`src/rtl/vm_pkg.sv`:
```
// Shared types for the vending-machine owner withdrawal path.
//   withdraw_status_t : result code reported in the log record and on status
//   wd_state_t        : withdrawal controller states
//   WAIT_CNT_W        : width of the response wait counter
package vm_pkg;

    localparam int unsigned WAIT_CNT_W = 8;

    typedef enum logic [2:0] {
        WD_OK         = 3'd0,
        WD_PARTIAL    = 3'd1,
        WD_INSUFF     = 3'd2,
        WD_OVER_LIMIT = 3'd3,
        WD_ZERO       = 3'd4,
        WD_TIMEOUT    = 3'd5
    } withdraw_status_t;

    typedef enum logic [2:0] {
        S_IDLE     = 3'd0,
        S_READ_BAL = 3'd1,
        S_CHECK    = 3'd2,
        S_DEBIT    = 3'd3,
        S_LOG      = 3'd4,
        S_DONE     = 3'd5
    } wd_state_t;

endpackage

```
`src/rtl/wait_timer.sv`:
```
// Response wait counter for the withdrawal controller.
//   clock, reset_n : clock, async active-low reset
//   clear          : restart the count at zero
//   en             : count one waiting cycle
//   expired        : count has reached LIMIT-1 (registered)
module wait_timer
    import vm_pkg::*;
#(
    parameter int unsigned LIMIT = 16
) (
    input  logic clock,
    input  logic reset_n,
    input  logic clear,
    input  logic en,
    output logic expired
);

    logic [WAIT_CNT_W-1:0] cnt;
    logic [WAIT_CNT_W-1:0] cnt_n;

    // Saturate at the expiry value so a stalled caller never wraps the count.
    always_comb begin
        cnt_n = cnt;
        if (clear) begin
            cnt_n = '0;
        end else if (en && !expired) begin
            cnt_n = cnt + WAIT_CNT_W'(1);
        end
    end

    always_ff @(posedge clock or negedge reset_n) begin
        if (!reset_n) begin
            cnt     <= '0;
            expired <= 1'b0;
        end else begin
            cnt     <= cnt_n;
            expired <= (cnt_n == WAIT_CNT_W'(LIMIT - 1));
        end
    end

endmodule

```
`src/rtl/owner_withdraw_ctrl.sv`:
```
// Owner cash-withdrawal controller: reads the balance, checks the request
// against balance and per-transaction limit, debits the store, writes one
// log record and reports a status.
//   clock, reset_n                          : clock, async active-low reset
//   req_valid/req_ready/req_amount/req_partial : owner request handshake
//   bal_req/bal_valid/bal_value             : balance read
//   debit_valid/debit_ack/debit_amount      : debit command to the cash store
//   log_valid/log_ready/log_status/log_amount : log record
//   done/status/paid                        : completion pulse and held result
module owner_withdraw_ctrl
    import vm_pkg::*;
#(
    parameter int unsigned AMOUNT_W    = 8,
    parameter int unsigned MAX_TXN     = 200,
    parameter int unsigned TIMEOUT_CYC = 16
) (
    input  logic                clock,
    input  logic                reset_n,
    input  logic                req_valid,
    output logic                req_ready,
    input  logic [AMOUNT_W-1:0] req_amount,
    input  logic                req_partial,
    output logic                bal_req,
    input  logic                bal_valid,
    input  logic [AMOUNT_W-1:0] bal_value,
    output logic                debit_valid,
    output logic [AMOUNT_W-1:0] debit_amount,
    input  logic                debit_ack,
    output logic                log_valid,
    input  logic                log_ready,
    output logic [2:0]          log_status,
    output logic [AMOUNT_W-1:0] log_amount,
    output logic                done,
    output logic [2:0]          status,
    output logic [AMOUNT_W-1:0] paid
);

    localparam logic [AMOUNT_W-1:0] MAX_AMT = AMOUNT_W'(MAX_TXN);

    wd_state_t             state, state_n;
    withdraw_status_t      stat_q, stat_n;
    logic [AMOUNT_W-1:0]   amt_q, amt_n;
    logic [AMOUNT_W-1:0]   bal_q, bal_n;
    logic [AMOUNT_W-1:0]   pay_q, pay_n;
    logic                  part_q, part_n;
    logic                  tmr_clear, tmr_en, tmr_expired;

    wait_timer #(.LIMIT(TIMEOUT_CYC)) u_wait_timer (
        .clock   (clock),
        .reset_n (reset_n),
        .clear   (tmr_clear),
        .en      (tmr_en),
        .expired (tmr_expired)
    );

    // State register and transaction context.
    always_ff @(posedge clock or negedge reset_n) begin
        if (!reset_n) begin
            state  <= S_IDLE;
            stat_q <= WD_OK;
            amt_q  <= '0;
            bal_q  <= '0;
            pay_q  <= '0;
            part_q <= 1'b0;
        end else begin
            state  <= state_n;
            stat_q <= stat_n;
            amt_q  <= amt_n;
            bal_q  <= bal_n;
            pay_q  <= pay_n;
            part_q <= part_n;
        end
    end

    // Next state, result selection and wait-timer control.
    always_comb begin
        state_n   = state;
        stat_n    = stat_q;
        amt_n     = amt_q;
        bal_n     = bal_q;
        pay_n     = pay_q;
        part_n    = part_q;
        tmr_clear = 1'b0;
        tmr_en    = 1'b0;
        case (state)
            S_IDLE: begin
                if (req_valid) begin
                    amt_n  = req_amount;
                    part_n = req_partial;
                    pay_n  = '0;
                    if (req_amount == '0) begin
                        stat_n  = WD_ZERO;
                        state_n = S_LOG;
                    end else if (req_amount > MAX_AMT) begin
                        stat_n  = WD_OVER_LIMIT;
                        state_n = S_LOG;
                    end else begin
                        stat_n    = WD_OK;
                        state_n   = S_READ_BAL;
                        tmr_clear = 1'b1;
                    end
                end
            end
            S_READ_BAL: begin
                // A response in the expiry cycle still wins.
                if (bal_valid) begin
                    bal_n   = bal_value;
                    state_n = S_CHECK;
                end else if (tmr_expired) begin
                    stat_n  = WD_TIMEOUT;
                    pay_n   = '0;
                    state_n = S_LOG;
                end else begin
                    tmr_en = 1'b1;
                end
            end
            S_CHECK: begin
                if (amt_q <= bal_q) begin
                    pay_n     = amt_q;
                    stat_n    = WD_OK;
                    state_n   = S_DEBIT;
                    tmr_clear = 1'b1;
                end else if (part_q && (bal_q != '0)) begin
                    pay_n     = bal_q;
                    stat_n    = WD_PARTIAL;
                    state_n   = S_DEBIT;
                    tmr_clear = 1'b1;
                end else begin
                    pay_n   = '0;
                    stat_n  = WD_INSUFF;
                    state_n = S_LOG;
                end
            end
            S_DEBIT: begin
                // On timeout the record shows nothing paid; the store reconciles.
                if (debit_ack) begin
                    state_n = S_LOG;
                end else if (tmr_expired) begin
                    stat_n  = WD_TIMEOUT;
                    pay_n   = '0;
                    state_n = S_LOG;
                end else begin
                    tmr_en = 1'b1;
                end
            end
            S_LOG: begin
                if (log_ready) begin
                    state_n = S_DONE;
                end
            end
            S_DONE: begin
                state_n = S_IDLE;
            end
            default: begin
                state_n = S_IDLE;
            end
        endcase
    end

    // Registered outputs decoded from the next state; payloads load on entry only.
    always_ff @(posedge clock or negedge reset_n) begin
        if (!reset_n) begin
            req_ready    <= 1'b1;
            bal_req      <= 1'b0;
            debit_valid  <= 1'b0;
            debit_amount <= '0;
            log_valid    <= 1'b0;
            log_status   <= 3'd0;
            log_amount   <= '0;
            done         <= 1'b0;
            status       <= WD_OK;
            paid         <= '0;
        end else begin
            req_ready   <= (state_n == S_IDLE);
            bal_req     <= (state_n == S_READ_BAL);
            debit_valid <= (state_n == S_DEBIT);
            log_valid   <= (state_n == S_LOG);
            done        <= (state_n == S_DONE);
            if ((state_n == S_DEBIT) && (state != S_DEBIT)) begin
                debit_amount <= pay_n;
            end
            if ((state_n == S_LOG) && (state != S_LOG)) begin
                log_status <= stat_n;
                log_amount <= pay_n;
            end
            if ((state_n == S_DONE) && (state != S_DONE)) begin
                status <= stat_n;
                paid   <= pay_n;
            end
        end
    end

endmodule
```
`config.mk`:
```
export PLATFORM = sky130hd
export DESIGN_NAME = owner_withdraw_ctrl
export DESIGN_NICKNAME = d
export VERILOG_FILES = /design/src/rtl/vm_pkg.sv /design/src/rtl/wait_timer.sv /design/src/rtl/owner_withdraw_ctrl.sv
export SDC_FILE = /design/constraint.sdc
export NUM_CORES = 1
export LEC_CHECK = 0
export BUFFER_PORTS_ARGS = -buffer_cell sky130_fd_sc_hd__buf_2
export CAP_MARGIN = 20
export CORE_ASPECT_RATIO = 2
export CORE_MARGIN = 5
export CORE_UTILIZATION = 56
export DETAILED_ROUTE_END_ITERATION = 8
export GPL_ROUTABILITY_DRIVEN = 0
export MAX_ROUTING_LAYER = met4
export PLACE_DENSITY = 0.88
export SLEW_MARGIN = 10
export SYNTH_ARGS = -nofsm -noshare
export SYNTH_HDL_FRONTEND = slang
export SYNTH_SLANG_ARGS = --single-unit
```
`constraint.sdc`:
```
create_clock -name clock -period 3 [get_ports clock]
set_input_delay 0.15 -clock clock [delete_from_list [all_inputs] [get_ports clock]]
set_output_delay 0.15 -clock clock [all_outputs]
set_load 0.02 [all_outputs]
```
==> Word level (Yosys, flattened, before mapping) <==
Cells that the tools add are included.
{ "totals": {"mem_bits_ro": 0, "wordCells": 83, "ram_bits": 0, "latch_bits": 0, "n_memories": 0, "regBits": 75, "out_inout_bits": 35, "input_bits": 23} }
{ "op_classes": {"multipliers": 0, "shift": 0, "n_addsub": 1, "n_lt_le_gt_ge": 2, "muxes": 38, "bitwise_logic": 0, "div": 0, "n_reduce_logical": 12, "n_eq_ne": 12} }
{ "op_table": {"columns": ["operator", "n"], "rows": [
  ["2-to-1 mux 8 bit", 8],
  ["2-to-1 mux 3 bit", 14],
  ["one-hot mux 8 bit (4 select lines)", 1],
  ["one-hot mux 3 bit (5 select lines)", 1],
  ["one-hot mux 3 bit (4 select lines)", 1],
  ["== test 3 x 2 -> 1 bit, second input constant", 3],
  ["== test 3 bit, second input constant", 3],
  ["adder 8 x 1 -> 8 bit, second input constant", 1],
  ["== test 8 x 4 -> 1 bit, second input constant", 1],
  ["> comparator 8 bit, second input constant", 1],
  ["<= comparator 8 bit", 1],
  ["zero test 8 bit", 1],
  ["2-to-1 mux 1 bit", 8],
  ["nonzero test 8 bit", 1],
  ["== test 3 x 1 -> 1 bit, second input constant", 2],
  ["zero test 3 bit", 2],
  ["2-to-1 mux 2 bit", 3],
  ["inequality test 3 bit, second input constant", 2],
  ["logical AND 1 bit", 5],
  ["one-hot mux 1 bit (2 select lines)", 2],
  ["AND reduction 2 bit", 2],
  ["inequality test 3 x 2 -> 1 bit, second input constant", 1],
  ["zero test 1 bit", 1]
]} }

==> Longest topological paths before layout <==
{ "depth": {"depth_word": 7, "mapped_depth": 9, "ltp_nobuf": 8} }

==> By module <==
A second synthesis with hierarchy kept.
{ "unflattened": {"cells_unflattened": 356, "hier_area_um2": 3728.6} }
{ "by_module_without_submodules": {"columns": ["module", "instances", "seq_area_each_um2", "area_per_inst_um2", "cells_per_inst"], "rows": [
  ["owner_withdraw_ctrl", 1, 1652.8, 3199.3, 304],
  ["wait_timer", 1, 225.2, 529.3, 52]
]} }

==> Worst setup path before layout <==
Ideal clock, no wire load.
{ "synth_timing": {"path_kind": "register to register", "startpoint": "register amt_q[5]", "endpoint": "register debit_amount[0]", "setup_time_ps": 83, "setup_slack_ps": 788, "n_path_buf": 1, "period_less_slack_ps": 2212, "path_stages_with_launch": 9, "required_time_ps": 2917, "arrival_time_ps": 2129, "path_cell_list": "dfrtp_1 -> ha_1 -> a21oi_1 -> nor2_1 -> a211oi_1 -> o2bb2ai_1 -> buf_2 -> mux2_2 -> o21ai_0"} }
{ "synth_via": {"elab_chain_cells": 5, "word_cells_on_any_way": 7, "cone_classes": "1 x order compare; 1 x eq/ne; 4 x mux; 1 x reduce/logical"} }
{ "synth_rtl": {"columns": ["item", "line", "source"], "rows": [
  ["start, declared", "owner_withdraw_ctrl.sv:42", "logic [AMOUNT_W-1:0] amt_q, amt_n;"],
  ["start signal, assigned", "owner_withdraw_ctrl.sv:68", "amt_q <= amt_n;"],
  ["<= comparator 8 bit *", "owner_withdraw_ctrl.sv:118", "if (amt_q <= bal_q) begin"],
  ["2-to-1 mux 3 bit", "owner_withdraw_ctrl.sv:118", null],
  ["one-hot mux 3 bit (5 select lines)", "owner_withdraw_ctrl.sv:85", "case (state)"],
  ["== test 3 x 2 -> 1 bit", "owner_withdraw_ctrl.sv:179", "if ((state_n == S_DEBIT) && (state != S_DEBIT)) begin"],
  ["logical AND 1 bit", "owner_withdraw_ctrl.sv:179", null],
  ["end signal, assigned", "owner_withdraw_ctrl.sv:180", "debit_amount <= pay_n;"],
  ["end, declared", "owner_withdraw_ctrl.sv:27", "output logic [AMOUNT_W-1:0] debit_amount,"]
]} }
Every way passes the cells marked *; elsewhere a longest branch is shown, timed or not.
A chain may end at the register's enable or synchronous reset.

==> Final worst setup path <==
{ "layout_timing": {"startpoint": "register bal_q[5]", "endpoint": "register log_status[1]"} }
{ "layout_via": {"word_cells_on_any_way": 11, "cone_classes": "1 x order compare; 1 x eq/ne; 6 x mux; 3 x reduce/logical"} }
{ "layout_lines": {"columns": ["item", "line", "source"], "rows": [
  ["start, declared", "owner_withdraw_ctrl.sv:43", "logic [AMOUNT_W-1:0] bal_q, bal_n;"],
  ["start signal, assigned", "owner_withdraw_ctrl.sv:69", "bal_q <= bal_n;"],
  ["parallel branches: the longest is 3 deep, another holds <= comparator 8 bit", null, null],
  ["2-to-1 mux 2 bit *", "owner_withdraw_ctrl.sv:118", null],
  ["one-hot mux 3 bit (4 select lines) *", "owner_withdraw_ctrl.sv:85", null],
  ["net stat_n[1]", "owner_withdraw_ctrl.sv:41", "withdraw_status_t stat_q, stat_n;"],
  ["end signal, assigned", "owner_withdraw_ctrl.sv:183", "log_status <= stat_n;"],
  ["end, declared", "owner_withdraw_ctrl.sv:31", "output logic [2:0] log_status,"]
]} }
Mark *: on every way through the listed nets, which the timed path passes.

==> metrics.md <==
| Metric | Value |
|---|---|
| Status | `finished, final reports clean` |
| CP Buf/Inv Count | `1` |
| Post-CTS setup repair buffer count | `0` |
| Max_cap viols | `0` |
| CP required | `~3.2 ns` |
| Lkg Pwr | `2.04 nW` |
| Async SR Flop Fraction | `100%` |
| Post-cts sizing count | `0` |
| Number of synthesized flops with an enable pin | `0` |
| Synth unique cells | `45` |
| Fmax achieved | `~0.39 GHz` |
| Post-Synthesis Cell Area | `between 3000 and 4000 µm²` |
| Critical Path Sink Type | `flop` |
| IO Pins | `between 50 and 60` |
| Crit path cell chain | `inv_1 -> ha_1 -> a21oi_1 -> nor2_1 -> a211oi_1 -> o2bb2ai_1 -> o22ai_1 -> mux2_4` |
| Clock period minus worst slack | `approximately 2.6 ns` |
| Largest stage delay on the critical path | `~0.46 ns` |
| Crit Path Class | `reg -> reg` |
| Tcrit/Tclk final | `around 86%` |
| Synthesized area per cell | `~11 µm²` |
| Most frequent cells in the layout | `dfrtp_1 (74), buf_2 (57), nand2_1 (46), o21ai_0 (37), inv_1 (21)` |
| Initial DRC count | `203` |
| Top delay family on crit path | `compound AO/OA/AOI/OAI gates` |
| N_diodes | `0` |
| Commonest non-fill, non-tap cell in the layout | `dfrtp_1` |
| Largest net degree at the start of global routing | `between 70 and 80` |
| Slew Viols, Final | `0` |
| Overall Global Routing Usage | `22.1%` |
| Hold WC Path Type | `in -> reg` |
| Root Driver | `clkbuf_16` |
| Die height | `~120 µm` |
| Synth-to-layout area growth | `18.2%` |
| Power Density | `1120 nW/µm²` |
| Worst vdd ir | `0.533 mV` |
| Antenna violations before repair | `0` |
| Max clock buf depth | `2` |
| Max Fanout on Critical Path | `9` |
| Initial Util | `between 50% and 60%` |
| Clock H-tree levels | `3` |
| # nets final | `422` |
| Post-route insts no fill | `458` |
| Count of buffers from port buffering | `57` |
| Total CTS buffers | `9` |
| Syn. warnings | `0` |
| Fin Clk Skew | `approximately 0.0075 ns` |
| Worst setup margin | `roughly 0.41 ns` |
| GRT overflow | `0` |
| CTS tree | `built` |
| Drt drc | `0` |
| TNS Setup | `0 ns` |
| Crit-path slowest cell | `a211oi_1` |
| Via-per-instance ratio | `5.76` |
| Place WS | `between 0.4 and 0.5 ns` |
| Via count | `around 2600` |
| Post-route ant nets | `0` |
| Clk_lat worst skew | `0.33 ns` |
| Die Area | `approximately 7900 µm²` |
| Worst setup SP type | `flop` |
| Core area | `approximately 6000 µm²` |
| Drt pass-1 iters | `4` |
| Placed cell count | `between 400 and 500` |
| Share of layout cells above drive strength 1 | `25.6%` |
| RSZ-0062 raised after global routing | `false` |
| Via count of the first global-routing pass | `about 2800` |
| Hold slack | `0.0324 ns` |
| Worst Tran Pin Value | `just under 0.9 ns` |
| Yosys reg bits | `75` |
| Top_reg_cell synth | `dfrtp_1` |
| Relative slew slack | `between 40 and 50%` |
| Synthesized Nets | `approximately 360` |
| Final-report hold violation count | `0` |
| Tot Pwr | `around 0.0046 W` |
| Sequential fraction of the synthesis area | `54.4%` |
| Dpl hpwl | `5.77 mm` |
| CTS clk-pin slew, worst paths | `about 0.060 ns` |
| Drt total wl | `just under 8 mm` |
| Die X | `between 60 and 70 µm` |
| First-pass GRT wire length | `12.9 mm` |
| Cell count after synthesis | `327` |
| Final setup viols | `0` |
| Crit path arrival time | `~2.8 ns` |
| Sink Count | `75` |
| Count of standard-cell rows | `40` |
| Wire per inst | `between 15 and 20 µm` |
## synthesized netlist by cell type (2+ instances only)
master,n,area [µm²]
nand2_1,46,173
inv_1,21,78.8
and2_1,7,43.8
nand2b_1,4,25.0
a21boi_0,2,15.0
nand3_1,3,15.0
mux2_4,2,30.0
mux2i_1,16,160
mux2_2,15,169
clkbuf_1,7,26.3
nor2b_1,4,25.0
o31ai_1,2,15.0
nor2_1,19,71.3
nor3_1,3,15.0
nand4_1,6,37.5
buf_2,3,15.0
or2_2,3,18.8
ha_1,9,113
nor4_1,4,25.0
or4_1,2,15.0
xnor2_1,2,17.5
and3_1,2,12.5
o22ai_1,3,18.8
a21oi_1,8,40.0
o21ai_0,37,185
xor2_1,5,43.8
dfrtp_1,74,1850
## layer usage
metal / vias to the layer above / track usage [%] / part of all wire (%)
met5: - / - / 0
met4: 0 / 10.8 / 3.4
met3: 21 / 5.75 / 3.9
met2: 79 / 38.7 / 55
met1: 1278 / 22.2 / 38
li1: 1260 / - / -
## area by class of cell
| class | count | area, µm² |
|---|---|---|
| Fill cell | 443 | 1930 |
| Multi-Input combinational cell | 220 | 1440 |
| Clock inverter | 4 | 20.0 |
| Sequential cell | 75 | 1880 |
| Timing Repair Buffer | 63 | 345 |
| Clock buffer | 12 | 236 |
| Inverter | 21 | 78.8 |
| Tap cell | 63 | 78.8 |
## logic make-up (layout without fill, tap and decap cells)
kind of cell | Yosys count | in the layout | share of synthesized area (%)
xor+xnor | 7 | 7 | 1.78
buf+inv | 32 | 100 | 3.81
fa+ha+maj | 9 | 9 | 3.26
compound gates | 64 | 64 | 11.3
mux | 33 | 33 | 10.4
flops | 75 | 75 | 54.4
simple gates | 107 | 107 | 15.0
## tightest hold or removal path, cell delays in order
cell,delay (ns)
buf_2,0.07
nand2_1,0.04
o21ai_0,0.06
## through the flow
step           area [µm²]  utilization, %
3_5_place_dp         3810            63.5
5_1_grt              4080            67.9
2_1_floorplan        3450               -
3_3_place_gp         3810            63.5
4_1_cts              4080            67.9
6_report             4080            67.9
## worst paths after layout
path | startpoint | slack [ns] | end | cells after the start
worst max-delay path | bal_q[5] | 0.41 | log_status[1] | 8
worst min-delay path | bal_value[6] | 0.03 | bal_q[6] | 3
worst max register to register | bal_q[5] | 0.41 | log_status[1] | 8
worst min register to register | paid[3] | 0.47 | paid[3] | 2
max in group asynchronous | reset_n | 2.27 | req_ready | 3
min in group asynchronous | reset_n | 0.36 | part_q | 3
## where the power goes
group	total [W]	switching [W]	internal (W)
Sequential	0.00167	0.000270	0.00140
Combinational	0.00198	0.00119	0.000791
Clock	0.000938	0.000384	0.000554
## sequential cells by signal, indices dropped and copies added (netlist names)
| register | flops |
|---|---|
| amt_q | 8 |
| bal_q | 8 |
| debit_amount | 8 |
| log_amount | 8 |
| paid | 8 |
| pay_q | 8 |
| u_wait_timer.cnt | 8 |
| log_status | 3 |
| stat_q | 3 |
| state | 3 |
| status | 3 |
| bal_req | 1 |
| debit_valid | 1 |
| done | 1 |
| log_valid | 1 |
| part_q | 1 |
| req_ready | 1 |
| u_wait_timer.expired | 1 |
## what timing repair did
item	CTS	global route
hold endpoints to repair	74	0
hold buffers	1	0
endpoints found under the setup margin	0	0
Power figures use the tool's default switching activity.
